`src/rtl/qsfp_mgmt_pkg.sv`:
```
// rtl/qsfp_mgmt_pkg.sv - state encoding and sizing helpers for the QSFP management controller
package qsfp_mgmt_pkg;

  localparam int STATE_W = 2;

  typedef enum logic [STATE_W-1:0] {
    ST_ABSENT = 2'd0,
    ST_RESET  = 2'd1,
    ST_INIT   = 2'd2,
    ST_READY  = 2'd3
  } qsfp_state_e;

  // Counter width able to hold 0 .. max_val-1, never narrower than one bit
  function automatic int cnt_width(input int max_val);
    return (max_val > 1) ? $clog2(max_val) : 1;
  endfunction

  function automatic int max_int(input int a, input int b);
    return (a > b) ? a : b;
  endfunction

endpackage

```
`src/rtl/qsfp_mgmt_ctrl_if.sv`:
```
// rtl/qsfp_mgmt_ctrl_if.sv - QSFP pin and host control bundle
interface qsfp_mgmt_ctrl_if;
  import qsfp_mgmt_pkg::*;

  logic               qsfp_modprsl;
  logic               qsfp_intl;
  logic               sw_reset_req;
  logic               lpmode_req;
  logic               irq_clr;
  logic               qsfp_resetl;
  logic               qsfp_modsell;
  logic               qsfp_lpmode;
  logic               module_ready;
  logic               irq_pending;
  logic [STATE_W-1:0] state_o;

  // Host / board side
  modport master (
    output qsfp_modprsl, qsfp_intl, sw_reset_req, lpmode_req, irq_clr,
    input  qsfp_resetl, qsfp_modsell, qsfp_lpmode, module_ready, irq_pending, state_o
  );

  // Controller side
  modport slave (
    input  qsfp_modprsl, qsfp_intl, sw_reset_req, lpmode_req, irq_clr,
    output qsfp_resetl, qsfp_modsell, qsfp_lpmode, module_ready, irq_pending, state_o
  );

endinterface

```
`src/rtl/qsfp_debounce.sv`:
```
// rtl/qsfp_debounce.sv - modprsl synchronizer and presence debounce
module qsfp_debounce
  import qsfp_mgmt_pkg::*;
#(
  parameter int DEBOUNCE_CYCLES = 125000
) (
  input  logic clk,
  input  logic rst_n,
  input  logic async_in,
  output logic present_db
);

  localparam int CW = cnt_width(DEBOUNCE_CYCLES);
  localparam logic [CW-1:0] TERM = CW'(DEBOUNCE_CYCLES - 1);

  logic          sync1;
  logic          sync2;
  logic          present_raw;
  logic [CW-1:0] cnt;

  // Two-flop synchronizer; resets to 1 so the module reads as absent
  always_ff @(posedge clk or negedge rst_n) begin
    if (!rst_n) begin
      sync1 <= 1'b1;
      sync2 <= 1'b1;
    end else begin
      sync1 <= async_in;
      sync2 <= sync1;
    end
  end

  assign present_raw = ~sync2;

  // Flip present_db only after the raw level disagrees for DEBOUNCE_CYCLES straight cycles
  always_ff @(posedge clk or negedge rst_n) begin
    if (!rst_n) begin
      cnt        <= '0;
      present_db <= 1'b0;
    end else if (present_raw == present_db) begin
      cnt <= '0;
    end else if (cnt == TERM) begin
      cnt        <= '0;
      present_db <= present_raw;
    end else begin
      cnt <= cnt + CW'(1);
    end
  end

endmodule

```
`src/rtl/qsfp_mgmt_ctrl.sv`:
```
// rtl/qsfp_mgmt_ctrl.sv - QSFP module presence/reset/init sequencer; QSFP_INTL_LATCH_EN enables the intl latch
module qsfp_mgmt_ctrl
  import qsfp_mgmt_pkg::*;
#(
  parameter int DEBOUNCE_CYCLES = 125000,
  parameter int RESET_CYCLES    = 1250,
  parameter int INIT_CYCLES     = 250000000
) (
  input logic             clk,
  input logic             rst_n,
  qsfp_mgmt_ctrl_if.slave bus
);

  localparam int MAX_CYCLES = max_int(DEBOUNCE_CYCLES, max_int(RESET_CYCLES, INIT_CYCLES));
  localparam int CW = cnt_width(MAX_CYCLES);
  localparam logic [CW-1:0] RESET_TERM = CW'(RESET_CYCLES - 1);
  localparam logic [CW-1:0] INIT_TERM  = CW'(INIT_CYCLES - 1);

  qsfp_state_e   state;
  qsfp_state_e   next_state;
  logic [CW-1:0] cnt;
  logic [CW-1:0] cnt_next;
  logic          present_db;
  logic          resetl_q;
  logic          modsell_q;
  logic          lpmode_q;
  logic          ready_q;

  qsfp_debounce #(
    .DEBOUNCE_CYCLES(DEBOUNCE_CYCLES)
  ) u_debounce (
    .clk       (clk),
    .rst_n     (rst_n),
    .async_in  (bus.qsfp_modprsl),
    .present_db(present_db)
  );

  // State and dwell counter registers
  always_ff @(posedge clk or negedge rst_n) begin
    if (!rst_n) begin
      state <= ST_ABSENT;
      cnt   <= '0;
    end else begin
      state <= next_state;
      cnt   <= cnt_next;
    end
  end

  // Next state: loss of presence overrides everything; sw reset only acts once the module is out of reset
  always_comb begin
    next_state = state;
    cnt_next   = cnt;
    if (!present_db) begin
      next_state = ST_ABSENT;
      cnt_next   = '0;
    end else begin
      case (state)
        ST_ABSENT: begin
          next_state = ST_RESET;
          cnt_next   = '0;
        end
        ST_RESET: begin
          if (cnt == RESET_TERM) begin
            next_state = ST_INIT;
            cnt_next   = '0;
          end else begin
            cnt_next = cnt + CW'(1);
          end
        end
        ST_INIT: begin
          if (bus.sw_reset_req) begin
            next_state = ST_RESET;
            cnt_next   = '0;
          end else if (cnt == INIT_TERM) begin
            next_state = ST_READY;
            cnt_next   = '0;
          end else begin
            cnt_next = cnt + CW'(1);
          end
        end
        ST_READY: begin
          if (bus.sw_reset_req) begin
            next_state = ST_RESET;
            cnt_next   = '0;
          end
        end
        default: begin
          next_state = ST_ABSENT;
          cnt_next   = '0;
        end
      endcase
    end
  end

  // Pin outputs decoded from next_state so they change on the same edge as state_o
  always_ff @(posedge clk or negedge rst_n) begin
    if (!rst_n) begin
      resetl_q  <= 1'b0;
      modsell_q <= 1'b1;
      lpmode_q  <= 1'b1;
      ready_q   <= 1'b0;
    end else begin
      resetl_q  <= (next_state == ST_INIT) || (next_state == ST_READY);
      modsell_q <= (next_state == ST_ABSENT);
      lpmode_q  <= (next_state == ST_READY) ? bus.lpmode_req : 1'b1;
      ready_q   <= (next_state == ST_READY);
    end
  end

  assign bus.qsfp_resetl  = resetl_q;
  assign bus.qsfp_modsell = modsell_q;
  assign bus.qsfp_lpmode  = lpmode_q;
  assign bus.module_ready = ready_q;
  assign bus.state_o      = state;

`ifdef QSFP_INTL_LATCH_EN
  logic intl_s1;
  logic intl_s2;
  logic intl_prev;
  logic intl_fall;
  logic irq_q;

  // intl synchronizer plus one extra stage for falling-edge detection
  always_ff @(posedge clk or negedge rst_n) begin
    if (!rst_n) begin
      intl_s1   <= 1'b0;
      intl_s2   <= 1'b0;
      intl_prev <= 1'b0;
    end else begin
      intl_s1   <= bus.qsfp_intl;
      intl_s2   <= intl_s1;
      intl_prev <= intl_s2;
    end
  end

  assign intl_fall = intl_prev & ~intl_s2;

  // Interrupt latch: set beats clear, and it only lives while READY
  always_ff @(posedge clk or negedge rst_n) begin
    if (!rst_n) begin
      irq_q <= 1'b0;
    end else if (next_state != ST_READY) begin
      irq_q <= 1'b0;
    end else if ((state == ST_READY) && intl_fall) begin
      irq_q <= 1'b1;
    end else if (bus.irq_clr) begin
      irq_q <= 1'b0;
    end
  end

  assign bus.irq_pending = irq_q;
`else
  logic unused_irq_inputs;
  assign unused_irq_inputs = bus.qsfp_intl ^ bus.irq_clr;
  assign bus.irq_pending   = 1'b0;
`endif

endmodule

```
`src/flat_wrapper.sv`:
```
// flat-port wrapper written by rule: the top's interface ports become plain ports
module qsfp_mgmt_ctrl_flat import qsfp_mgmt_pkg::*;
#(
  parameter int DEBOUNCE_CYCLES = 125000,
  parameter int RESET_CYCLES    = 1250,
  parameter int INIT_CYCLES     = 250000000
)
  (clk, rst_n, bus_qsfp_modprsl, bus_qsfp_intl, bus_sw_reset_req, bus_lpmode_req, bus_irq_clr, bus_qsfp_resetl, bus_qsfp_modsell, bus_qsfp_lpmode, bus_module_ready, bus_irq_pending, bus_state_o);
  qsfp_mgmt_ctrl_if bus_i ();
  input logic clk;
  input logic rst_n;
  input wire logic [$bits(bus_i.qsfp_modprsl)-1:0] bus_qsfp_modprsl;
  input wire logic [$bits(bus_i.qsfp_intl)-1:0] bus_qsfp_intl;
  input wire logic [$bits(bus_i.sw_reset_req)-1:0] bus_sw_reset_req;
  input wire logic [$bits(bus_i.lpmode_req)-1:0] bus_lpmode_req;
  input wire logic [$bits(bus_i.irq_clr)-1:0] bus_irq_clr;
  output wire logic [$bits(bus_i.qsfp_resetl)-1:0] bus_qsfp_resetl;
  output wire logic [$bits(bus_i.qsfp_modsell)-1:0] bus_qsfp_modsell;
  output wire logic [$bits(bus_i.qsfp_lpmode)-1:0] bus_qsfp_lpmode;
  output wire logic [$bits(bus_i.module_ready)-1:0] bus_module_ready;
  output wire logic [$bits(bus_i.irq_pending)-1:0] bus_irq_pending;
  output wire logic [$bits(bus_i.state_o)-1:0] bus_state_o;
  assign bus_i.qsfp_modprsl = bus_qsfp_modprsl;
  assign bus_i.qsfp_intl = bus_qsfp_intl;
  assign bus_i.sw_reset_req = bus_sw_reset_req;
  assign bus_i.lpmode_req = bus_lpmode_req;
  assign bus_i.irq_clr = bus_irq_clr;
  assign bus_qsfp_resetl = bus_i.qsfp_resetl;
  assign bus_qsfp_modsell = bus_i.qsfp_modsell;
  assign bus_qsfp_lpmode = bus_i.qsfp_lpmode;
  assign bus_module_ready = bus_i.module_ready;
  assign bus_irq_pending = bus_i.irq_pending;
  assign bus_state_o = bus_i.state_o;
  qsfp_mgmt_ctrl #(.DEBOUNCE_CYCLES(DEBOUNCE_CYCLES), .RESET_CYCLES(RESET_CYCLES), .INIT_CYCLES(INIT_CYCLES)) u_core (.clk(clk), .rst_n(rst_n), .bus(bus_i));
endmodule
```
`config.mk`:
```
export PLATFORM = sky130hd
export DESIGN_NAME = qsfp_mgmt_ctrl_flat
export DESIGN_NICKNAME = d
export VERILOG_FILES = /design/src/rtl/qsfp_mgmt_pkg.sv /design/src/rtl/qsfp_mgmt_ctrl_if.sv /design/src/rtl/qsfp_debounce.sv /design/src/rtl/qsfp_mgmt_ctrl.sv /design/src/flat_wrapper.sv
export SDC_FILE = /design/constraint.sdc
export NUM_CORES = 1
export LEC_CHECK = 0
export ABC_AREA = 1
export BUFFER_PORTS_ARGS = -buffer_cell sky130_fd_sc_hd__buf_2
export CORE_UTILIZATION = 60
export CTS_CLUSTER_SIZE = 20
export DETAILED_ROUTE_END_ITERATION = 10
export HOLD_SLACK_MARGIN = 0.02
export PLACE_DENSITY_LB_ADDON = 0.15
export REMOVE_ABC_BUFFERS = 1
export SLEW_MARGIN = 20
export SYNTH_ARGS = -nofsm -noshare
export SYNTH_HDL_FRONTEND = slang
export SYNTH_HIERARCHICAL = 1
export SYNTH_SLANG_ARGS = --single-unit
```
`constraint.sdc`:
```
create_clock -name clk -period 4.7 [get_ports clk]
set_clock_uncertainty 0.15 [all_clocks]
set_input_delay 1.41 -clock clk [delete_from_list [all_inputs] [get_ports clk]]
set_output_delay 1.41 -clock clk [all_outputs]
set_load 0.005 [all_outputs]
```
==> flow_summary.json <==
{
  "status": "finished clean",
  "crit_path_start_kind": "primary input",
  "core_um2": 5956,
  "worstRegToRegCells": 6,
  "worstHoldStart": "u_core/u_debounce/sync1$_DFF_PN1_",
  "worst-path-max-fanout": 28,
  "maxSlewViolCount": 0,
  "yosys.area_share.xor_xnor": 0.04683,
  "r2r_end": "u_core/cnt[1]$_DFFE_PN0P_",
  "slew_headroom": 0.4165,
  "n_antenna_cell": 0,
  "num_rows": 28,
  "numClockSinks": 54,
  "finalWorstSetupSlack_ns": 1.763,
  "syn_inst": 524,
  "grt_start_max_net_pins": 40,
  "finalNonFillerCells": 610,
  "grt_pass1_wl_um": 13820,
  "final_layout_size_suffix_gt1_frac": 0.1514,
  "ys_top_cells_by_area": "dfrtp_1, nand2_1, nor2_1",
  "final-seq-area_um2": 1356,
  "routed_wirelength_um": 7919,
  "hp-class": "register to register",
  "path_clk_slew_ns": 0.10,
  "cp.required_ns": 4.78,
  "total_power_uw": 772.0,
  "clockRootBuffer": "clkbuf_8",
  "fill_cells": 558,
  "cp-end-kind": "register",
  "cp.buffers_inverters": 3,
  "htree_num_levels": 2,
  "dr.first_iter.drc_count": 266,
  "synth_compound_gate_area_share": 0.08019,
  "ir_drop_mv": 0.1421,
  "post-place-ws_ns": 1.429,
  "synth.largest_area_cell": "dfrtp_1",
  "hold_buffers": 0,
  "critPathKind": "primary input to register",
  "synthMuxAreaShare": 0,
  "route.detailed.drc": 0,
  "start_util": 0.6235,
  "yosys.area_share.simple": 0.3932,
  "die-area_um2": 6508,
  "async_reset_ff_frac": 1.000,
  "synthAdderAreaFrac": 0.02695,
  "ff2ff_setup_slack_ns": 2.28,
  "dp_hpwl_um": 5983,
  "hold_viol": 0,
  "cts_setup_buffers": 0,
  "final_common_cell": "nand2_1",
  "cts_buffers": 5,
  "die_w_um": 80.67,
  "antenna_found_initial": 0,
  "fin_tns_setup_ns": 0,
  "gp_congestion": 0.9310,
  "rsz0062_at_grt": "false",
  "whs_path_depth": 0,
  "area_growth_pct": 4.852,
  "vias": 3246,
  "multi_input_area_um2": 2036,
  "synth_seq_area_share": 0.3652,
  "holdPathEnd": "u_core/u_debounce/sync2$_DFF_PN1_",
  "avgSynthCellArea_um2": 7.087,
  "ys_ff_latch": 54,
  "cts_resized": 0,
  "num_io_pins": 14,
  "synth.distinct_cells": 38,
  "tightestPinTransition_ns": 0.8752,
  "synth_top_area_frac": 0.3369,
  "cap_violations": 0,
  "r2r_start": "u_core/bus.state_o[0]$_DFF_PN0_",
  "dominantRegCellSynth": "dfrtp_1",
  "synth_edf_count": 0,
  "crit_arrival_ns": 3.02,
  "avgRoutedWirePerCell_um": 12.98,
  "power_density_nw_per_um2": 198.3,
  "fin_area_um2": 3894,
  "port_buffers": 10,
  "dpl_cell_area_um2": 3795,
  "antenna_left": 0,
  "setup_viol": 0,
  "period_minus_slack_ns": 2.937,
  "slowest_stage": "nor2_1",
  "min_period_over_period": 0.6249,
  "netlist_area_um2": 3714,
  "cts_buffer_depth": 2,
  "fin_nets": 549,
  "cpPeakStageDelay_ns": 0.53,
  "fin_util": 0.6538,
  "cts_tree": "yes",
  "p_leak_nw": 1.782,
  "grt_pass1_vias": 2990,
  "max_freq_mhz": 340.5,
  "synth_top_family_by_area": "simple AND/OR/NAND/NOR gates",
  "grt_usage": 0.2774,
  "die_h_um": 80.67,
  "synth_warnings": 6,
  "layout_common_cells": "nand2_1, nor2_1, inv_1",
  "crit_chain": "buf_2 > inv_1 > nand3_1 > inv_2 > nor2_1 > nand2_4 > o21ai_0",
  "viasPerCell": 5.321,
  "clkLatencyLatePin_ns": 0.31,
  "dpl.cell_count": 602,
  "crit_family": "simple AND/OR/NAND/NOR gates",
  "first_pass_iters": 4,
  "fin_hold_ws_ns": 0.2138,
  "grt-ovfl-total": 0
}
[flip-flops by register name, summed over array words and instances (netlist names)]
name,flops
u_core/cnt,28
u_core/u_debounce/cnt,17
u_core/bus.state_o,2
u_core/bus.module_ready,1
u_core/bus.qsfp_lpmode,1
u_core/bus.qsfp_modsell,1
u_core/bus.qsfp_resetl,1
u_core/u_debounce/present_db,1
u_core/u_debounce/sync1,1
u_core/u_debounce/sync2,1
[routing by layer]
| layer | vias to the layer above | GRT usage | share of wire |
|---|---|---|---|
| met5 | - | 0 | 0 |
| met4 | 0 | 0.05179 | 0.0067 |
| met3 | 6 | 0.03750 | 0.046 |
| met2 | 85 | 0.4212 | 0.44 |
| met1 | 1498 | 0.4192 | 0.51 |
| li1 | 1657 | - | - |
[power breakdown]
group / switching (mW) / internal (mW) / total, mW
combinational: 0.0168 / 0.00544 / 0.0223
clock: 0.158 / 0.122 / 0.280
sequential: 0.00223 / 0.468 / 0.470
[cells in the mapped netlist (2+ instances only)]
master	n
a21oi_1	3
a31oi_1	2
buf_12	2
buf_2	3
clkbuf_1	2
dfrtp_1	50
dfstp_2	4
ha_1	8
inv_1	59
inv_2	7
nand2_1	158
nand2_2	10
nand3_1	25
nand3_2	2
nand3b_1	2
nand4_1	16
nor2_1	88
nor2_2	6
nor2_4	6
nor3_1	7
nor4_1	2
o21ai_0	10
o21ai_1	2
o21ai_2	20
xnor2_1	4
xor2_1	14
[final cells by class]
| cell class | count | share of cell area |
|---|---|---|
| Sequential cell | 54 | 0.3483 |
| Timing Repair Buffer | 11 | 0.01478 |
| Clock buffer | 6 | 0.02121 |
| Tap cell | 75 | 0.02410 |
| Multi-Input combinational cell | 395 | 0.5228 |
| Inverter | 67 | 0.06459 |
| Clock inverter | 2 | 0.004177 |
[kinds of logic after synthesis]
logic type / count (synthesis)
and+or+nand+nor: 327
buffers and inverters: 75
DFF: 54
AOI/OAI and AO/OA: 40
xor gates and xnor gates: 19
adders and majority gates: 8
other: 1
[how the worst max path moves through the flow]
| stage | startpoint | endpoint | slack, ns | cells past startpoint |
|---|---|---|---|---|
| finish | bus_sw_reset_req | u_core/cnt[1]$_DFFE_PN0P_ | 1.76 | 7 |
| global route | bus_sw_reset_req | u_core/cnt[25]$_DFFE_PN0P_ | 1.57 | 7 |
| CTS | bus_sw_reset_req | u_core/cnt[25]$_DFFE_PN0P_ | 1.76 | 7 |
| detailed placement | bus_sw_reset_req | u_core/cnt[25]$_DFFE_PN0P_ | 1.43 | 7 |
| global placement | bus_sw_reset_req | u_core/cnt[1]$_DFFE_PN0P_ | 1.52 | 7 |
| floorplan | bus_sw_reset_req | u_core/cnt[0]$_DFFE_PN0P_ | 2.02 | 6 |
Note: power is estimated with default switching activity, not from simulation.
